**src/rtl/systolic_pkg.sv**
```systemverilog
// systolic_pkg: defaults shared by the systolic array and its edge blocks.
//   DATA_WIDTH : width of one partial sum (PE out_down width)
//   NUM_COLS   : number of array columns
//   ROWS_CNT_W : width of the popped-row counter
//   col_idx()  : bit offset of column `col` inside a packed row bus
package systolic_pkg;

    localparam int DATA_WIDTH = 16;
    localparam int NUM_COLS   = 4;
    localparam int ROWS_CNT_W = 16;

    // Bit offset of a column slice inside a packed row (column 0 at the LSBs).
    function automatic int col_idx(input int col, input int width);
        return col * width;
    endfunction

endpackage

```
**src/rtl/sync_fifo_fwft.sv**
```systemverilog
// sync_fifo_fwft: first-word fall-through synchronous FIFO.
//   clk   : rising-edge clock
//   reset : synchronous, active-low; clears pointers, count and storage
//   flush : synchronous; empties the FIFO (storage kept), suppresses push/pop
//   push  : write din (accepted when not full, or full with a pop)
//   pop   : drop the head entry (ignored when empty)
//   din   : write data
//   dout  : head entry, read combinationally from storage
//   count : number of stored entries, 0..DEPTH
//   full  : count == DEPTH
//   empty : count == 0
module sync_fifo_fwft #(
    parameter int WIDTH = 64,
    parameter int DEPTH = 4
) (
    input  logic                   clk,
    input  logic                   reset,
    input  logic                   flush,
    input  logic                   push,
    input  logic                   pop,
    input  logic [WIDTH-1:0]       din,
    output logic [WIDTH-1:0]       dout,
    output logic [$clog2(DEPTH):0] count,
    output logic                   full,
    output logic                   empty
);

    localparam int PTR_W = $clog2(DEPTH);
    localparam int CNT_W = PTR_W + 1;

    logic [WIDTH-1:0] mem_q [DEPTH];
    logic [PTR_W-1:0] wr_ptr_q, wr_ptr_d;
    logic [PTR_W-1:0] rd_ptr_q, rd_ptr_d;
    logic [CNT_W-1:0] count_q, count_d;
    logic             push_ok_s, pop_ok_s;

    assign full  = (count_q == CNT_W'(DEPTH));
    assign empty = (count_q == {CNT_W{1'b0}});
    assign count = count_q;
    assign dout  = mem_q[rd_ptr_q];

    // Qualify push/pop and compute next pointers and occupancy.
    always_comb begin
        pop_ok_s  = pop && !empty && !flush;
        // A full FIFO still accepts a push when the head leaves in the same cycle.
        push_ok_s = push && (!full || pop_ok_s) && !flush;
        wr_ptr_d  = wr_ptr_q;
        rd_ptr_d  = rd_ptr_q;
        count_d   = count_q;
        if (flush) begin
            wr_ptr_d = {PTR_W{1'b0}};
            rd_ptr_d = {PTR_W{1'b0}};
            count_d  = {CNT_W{1'b0}};
        end else begin
            if (push_ok_s) begin
                wr_ptr_d = wr_ptr_q + PTR_W'(1);
            end else begin
                wr_ptr_d = wr_ptr_q;
            end
            if (pop_ok_s) begin
                rd_ptr_d = rd_ptr_q + PTR_W'(1);
            end else begin
                rd_ptr_d = rd_ptr_q;
            end
            case ({push_ok_s, pop_ok_s})
                2'b10:   count_d = count_q + CNT_W'(1);
                2'b01:   count_d = count_q - CNT_W'(1);
                default: count_d = count_q;
            endcase
        end
    end

    // Pointer and occupancy registers.
    always_ff @(posedge clk) begin
        if (!reset) begin
            wr_ptr_q <= {PTR_W{1'b0}};
            rd_ptr_q <= {PTR_W{1'b0}};
            count_q  <= {CNT_W{1'b0}};
        end else begin
            wr_ptr_q <= wr_ptr_d;
            rd_ptr_q <= rd_ptr_d;
            count_q  <= count_d;
        end
    end

    // Row storage; zeroed on reset so the idle head reads as 0.
    always_ff @(posedge clk) begin
        if (!reset) begin
            for (int i = 0; i < DEPTH; i++) begin
                mem_q[i] <= {WIDTH{1'b0}};
            end
        end else if (push_ok_s) begin
            mem_q[wr_ptr_q] <= din;
        end
    end

endmodule

```
**src/rtl/systolic_drain.sv**
```systemverilog
// systolic_drain: bottom-edge receiver of the systolic array. Realigns the
// skewed column outputs of the last PE row into full rows, queues them in a
// FWFT FIFO and hands them downstream over valid/ready. Rows arriving while
// the FIFO is full (and not popping) are dropped and flagged.
//   clk        : rising-edge clock
//   reset      : synchronous, active-low
//   clear      : synchronous flush of FIFO, in-flight rows and overflow
//   col_data   : bottom-row out_down values, column j at [j*DATA_WIDTH +: DATA_WIDTH]
//   row_strobe : column 0 of a row valid now; column j valid j cycles later
//   out_row    : head-of-FIFO row, same packing as col_data
//   out_valid  : out_row holds a valid row
//   out_ready  : downstream accepts the row
//   overflow   : sticky, a row was dropped
//   rows_out   : count of rows popped, wraps
module systolic_drain
    import systolic_pkg::*;
#(
    parameter int DATA_WIDTH = systolic_pkg::DATA_WIDTH,
    parameter int NUM_COLS   = systolic_pkg::NUM_COLS,
    parameter int FIFO_DEPTH = 4
) (
    input  logic                           clk,
    input  logic                           reset,
    input  logic                           clear,
    input  logic [NUM_COLS*DATA_WIDTH-1:0] col_data,
    input  logic                           row_strobe,
    output logic [NUM_COLS*DATA_WIDTH-1:0] out_row,
    output logic                           out_valid,
    input  logic                           out_ready,
    output logic                           overflow,
    output logic [ROWS_CNT_W-1:0]          rows_out
);

    localparam int ROW_W = NUM_COLS * DATA_WIDTH;
    localparam int CNT_W = $clog2(FIFO_DEPTH) + 1;

    logic [NUM_COLS-2:0]   vld_q, vld_d;
    logic                  row_aligned_s;
    logic [ROW_W-1:0]      row_assembled_s;
    logic                  push_s, pop_s, drop_s;
    logic                  overflow_q, overflow_d;
    logic [ROWS_CNT_W-1:0] rows_out_q, rows_out_d;
    logic                  fifo_full_s, fifo_empty_s;
    logic [CNT_W-1:0]      fifo_count_s;

    // Column j waits NUM_COLS-1-j cycles so every column lands together with
    // the live last column. Data stages carry no reset or clear.
    for (genvar j = 0; j < NUM_COLS - 1; j++) begin : g_deskew
        localparam int DLY = NUM_COLS - 1 - j;
        logic [DATA_WIDTH-1:0] pipe_q [DLY];

        // Per-column delay line.
        always_ff @(posedge clk) begin
            pipe_q[0] <= col_data[col_idx(j, DATA_WIDTH) +: DATA_WIDTH];
            for (int k = 1; k < DLY; k++) begin
                pipe_q[k] <= pipe_q[k-1];
            end
        end

        assign row_assembled_s[col_idx(j, DATA_WIDTH) +: DATA_WIDTH] = pipe_q[DLY-1];
    end

    assign row_assembled_s[col_idx(NUM_COLS-1, DATA_WIDTH) +: DATA_WIDTH] =
        col_data[col_idx(NUM_COLS-1, DATA_WIDTH) +: DATA_WIDTH];

    assign row_aligned_s = vld_q[NUM_COLS-2];

    // Strobe shift, handshake qualification, overflow and pop counter.
    always_comb begin
        vld_d = {(NUM_COLS-1){1'b0}};
        if (clear) begin
            vld_d = {(NUM_COLS-1){1'b0}};
        end else begin
            vld_d[0] = row_strobe;
            for (int k = 1; k < NUM_COLS - 1; k++) begin
                vld_d[k] = vld_q[k-1];
            end
        end

        pop_s  = out_ready && !fifo_empty_s && !clear;
        push_s = row_aligned_s && !clear;
        drop_s = row_aligned_s && fifo_full_s && !pop_s && !clear;

        if (clear) begin
            overflow_d = 1'b0;
        end else begin
            overflow_d = overflow_q | drop_s;
        end

        if (pop_s) begin
            rows_out_d = rows_out_q + ROWS_CNT_W'(1);
        end else begin
            rows_out_d = rows_out_q;
        end
    end

    // Control state registers.
    always_ff @(posedge clk) begin
        if (!reset) begin
            vld_q      <= {(NUM_COLS-1){1'b0}};
            overflow_q <= 1'b0;
            rows_out_q <= {ROWS_CNT_W{1'b0}};
        end else begin
            vld_q      <= vld_d;
            overflow_q <= overflow_d;
            rows_out_q <= rows_out_d;
        end
    end

    sync_fifo_fwft #(
        .WIDTH (ROW_W),
        .DEPTH (FIFO_DEPTH)
    ) u_fifo (
        .clk   (clk),
        .reset (reset),
        .flush (clear),
        .push  (push_s),
        .pop   (pop_s),
        .din   (row_assembled_s),
        .dout  (out_row),
        .count (fifo_count_s),
        .full  (fifo_full_s),
        .empty (fifo_empty_s)
    );

    assign out_valid = (fifo_count_s != {CNT_W{1'b0}});
    assign overflow  = overflow_q;
    assign rows_out  = rows_out_q;

endmodule

```
**config.mk**
```make
export PLATFORM = sky130hd
export DESIGN_NAME = systolic_drain
export DESIGN_NICKNAME = d
export VERILOG_FILES = /design/src/rtl/systolic_pkg.sv /design/src/rtl/sync_fifo_fwft.sv /design/src/rtl/systolic_drain.sv
export SDC_FILE = /design/constraint.sdc
export NUM_CORES = 1
export LEC_CHECK = 0
export ABC_AREA = 1
export CORE_MARGIN = 4
export CORE_UTILIZATION = 56
export CTS_CLUSTER_DIAMETER = 60
export DETAILED_ROUTE_END_ITERATION = 8
export PLACE_DENSITY = 0.8
export SETUP_SLACK_MARGIN = 0.1
export SLEW_MARGIN = 10
export SYNTH_ARGS = -nofsm -noshare
export SYNTH_HDL_FRONTEND = slang
export SYNTH_SLANG_ARGS = --single-unit
```
**constraint.sdc**
```tcl
create_clock -name clk -period 9.1 [get_ports clk]
set_clock_uncertainty 0.2 [all_clocks]
set_input_delay 1.82 -clock clk [delete_from_list [all_inputs] [get_ports clk]]
set_output_delay 1.82 -clock clk [all_outputs]
set_load 0.01 [all_outputs]
```
==> flow_summary.toml <==
[sta]
period_share_pct = 58.7
fin_crit_ns = 5.34
hold_viol = 0
max_freq_ghz = 0.187
worst_pin_slew_ns = 1.18
slew_violations = 0
setup_tns_ns = 0
setup_slack_ns = 3.76
setup_viol_count_final = 0
maxSlewHeadroom_pct = 21.2
rsz0062_at_grt = "no"

[setup_path]
cp.required_ns = 7.08
timing.critical_path.buf_inv = 3
crit_chain = "inv_4 -> buf_4 -> o21ai_0 -> o22ai_1 -> clkdlybuf4s50_1"
cpMaxStageDelayCell = "buf_4"
critPathMaxStageDelay_ns = 0.66
critPathKind = "flip-flop to primary output"
crit_path_end_kind = "primary output"
start_kind = "flip-flop"
r2r_start = "u_fifo.count[0]"
cp.arrival_ns = 3.32
crit_family = "buffers and inverters"
reg2reg_depth = 7
worstPathMaxFanout = 68
r2r_slack_ns = 5.85
r2r_end = "u_fifo.mem_q[0][32]"

[synthesis]
synthCells = 1260
synth_ff_type = "edfxtp_1"
synth.area.mux_share_pct = 0
synthTopCellsByCount = "nor2_1, edfxtp_1, o21ai_0"
yosysWarnings = 0
synth_most_common_cell = "nor2_1"
synth_compound_area_share_pct = 8.31
yosys.area.top_type_share_pct = 53.3
ys_top_cells_by_area = "edfxtp_1, dfxtp_1, nor2_1, o21ai_0, nand2_4"
synthesis.nets = 1332
synth-edff-count = 256
synthAdderAreaFrac_pct = 0.312
synthXorXnorAreaFrac_pct = 0.0607
synth_top_family_by_area = "simple AND/OR/NAND/NOR gates"
yosysSeqAreaShare_pct = 70.7
synth_area_per_cell_um2 = 11.4
yosys.cell_types.count = 28
synthSimpleGateAreaFrac_pct = 15.7
syn_area_um2 = 14400
synth-seq-cells = 381
synth_top_area_cell = "edfxtp_1"
async_reset_ff_share_pct = 0

[clock_tree]
cts.sinks = 381
postCtsHoldBufs = 0
cts_tree = "done"
insertion_delay_ns = 0.53
clock_path_buffers = 3
cts_setup_buffers = 0
cts_buffers = 39
cts_root_buffer = "clkbuf_16"
cts_resized = 0
clk_pin_slew_ns = 0.06
htree_levels = 2

[pwr]
power.density_nw_per_um2 = 209
p_int_mw = 2.91
combPwrFrac_pct = 3.0
seqPwrFrac_pct = 52.8
peakVddDrop_v = 0.000185
switching_share_pct = 20.3
clkPwrFrac_pct = 44.2
p_switching_uw = 738
p_leak_nw = 7.26

[job]
cap_viol_max_count = 0

[floorplan]
die_area_um2 = 28400
start_util_pct = 57.1
std_cell_rows = 58
die_y_um = 168
io_pins = 151
die_w_um = 168
coreArea_um2 = 25300

[placement]
dp_slack_ns = 3.37
io_buffer_count = 150
dp_hpwl_um = 16300
routabilityCongestion = 0.776

[detailed_routing]
vias = 9437
final_antenna_net_count = 0
firstDrtPassIters = 5
wire_per_inst_um = 17.4
first_iter_violations = 854
avgViaCountPerCell = 5.38
routed_wirelength_um = 30600
remaining_drc_errors = 0

[min_path]
min_path_cells = 0
whs_endpoint = "g_deskew[1].pipe_q[0][22]"
hold_start = "g_deskew[1].pipe_q[0][6]"
hold_path.class = "flip-flop to flip-flop"

[final_layout]
drive_above_1_share_pct = 9.97
syn2layout_area_growth_pct = 20.9
nNetsFinal = 1465
insertedDiodeCount = 0

[grt]
grt_max_degree = 89
track_usage_pct = 20.9
grt_pass1_wl_um = 47700
antenna_found_initial = 0
grt_pass1_vias = 9493
overflow = 0

[status]
status = "finished, final reports clean"
## worst max-delay path by stage
| stage | to | startpoint | cells past startpoint |
|---|---|---|---|
| 2_1_floorplan | u_fifo.mem_q[3][0] | clear | 3 |
| 3_3_place_gp | u_fifo.mem_q[0][34] | reset | 6 |
| 3_5_place_dp | u_fifo.mem_q[0][35] | reset | 6 |
| 4_1_cts | out_row[0] | flip-flop | 5 |
| 5_1_grt | out_row[0] | flip-flop | 5 |
| 6_report | out_row[0] | flip-flop | 5 |
## cells by family (layout without fill, tap and decap cells)
| family | after synthesis | count (layout) |
|---|---|---|
| AND/OR/NAND/NOR | 491 | 491 |
| flip-flops | 381 | 381 |
| AO/OA/AOI/OAI | 223 | 223 |
| buffers and inverters | 161 | 325 |
| adder cells (fa/ha/maj) | 3 | 3 |
| XOR/XNOR | 1 | 1 |
## power by group through the flow
stage          registers, mW  logic, mW  clock network (mW)
3_3_place_gp            1.96      0.109                   0
2_1_floorplan           1.96     0.0371                   0
4_1_cts                 1.93      0.111                1.63
5_1_grt                 1.93      0.116                1.71
3_5_place_dp            1.96      0.110                   0
6_report                1.93      0.109                1.61
## placed cells by master (no fill, tap or decap), drive strengths merged
cell / netlist / final
dfxtp: 125 / 125
clkinv: 2 / 11
xor2: 1 / 1
nor3b: 1 / 1
edfxtp: 256 / 256
nand3b: 1 / 1
nor2: 360 / 360
inv: 89 / 95
fa: 1 / 1
o21a: 1 / 1
clkinvlp: 0 / 1
nor3: 6 / 6
bufinv: 0 / 2
a21oi: 19 / 19
o21ai: 139 / 139
nand2: 113 / 113
clkbuf: 49 / 54
buf: 21 / 12
ha: 2 / 2
o22ai: 64 / 64
clkdlybuf4s50: 0 / 150
nand3: 10 / 10
## stage by stage
| step | total power [mW] | std cells | cell area (µm²) | utilization, % | hold slack (ns) |
|---|---|---|---|---|---|
| after global routing | 3.75 | 1754 | 17400 | 69.1 | 0.123 |
| after detailed placement | 2.07 | 1682 | 16100 | 63.8 | 0.112 |
| after CTS | 3.67 | 1754 | 17400 | 69.1 | 0.124 |
| after floorplan | 2.00 | 1260 | 14400 | - | 0.110 |
| after global placement | 2.07 | 1682 | 16100 | 63.8 | 0.110 |
| final | 3.64 | 1754 | 17400 | 69.1 | 0.121 |
## routing by layer
| metal | share of wire, % | wire length, µm | GRT usage (%) | vias to the layer above |
|---|---|---|---|---|
| met5 | 0 | 0 | 0 | - |
| met2 | 51 | 15600 | 37.7 | 355 |
| met1 | 40 | 12300 | 26.0 | 4525 |
| li1 | - | - | - | 4508 |
| met4 | 2.1 | 644 | 6.49 | 0 |
| met3 | 6.6 | 2010 | 3.55 | 49 |
## registers in the layout, indices dropped and copies added (netlist names), named ones only
| signal | flops |
|---|---|
| u_fifo.wr_ptr_q | 2 |
| u_fifo.count | 3 |
| u_fifo.mem_q | 256 |
| g_deskew.pipe_q | 96 |
| rows_out | 16 |
| u_fifo.rd_ptr_q | 2 |
| vld_q | 3 |
| overflow | 1 |
## layout make-up
class,count,area [µm²]
flip-flops and latches,381,10200
fillers,1777,7820
clock buffers,54,1140
repair buffers,162,1590
well taps,330,413
clock inverters,18,186
multi-input cells,718,3560
inverters,91,344
(Power assumes the default switching activity.)
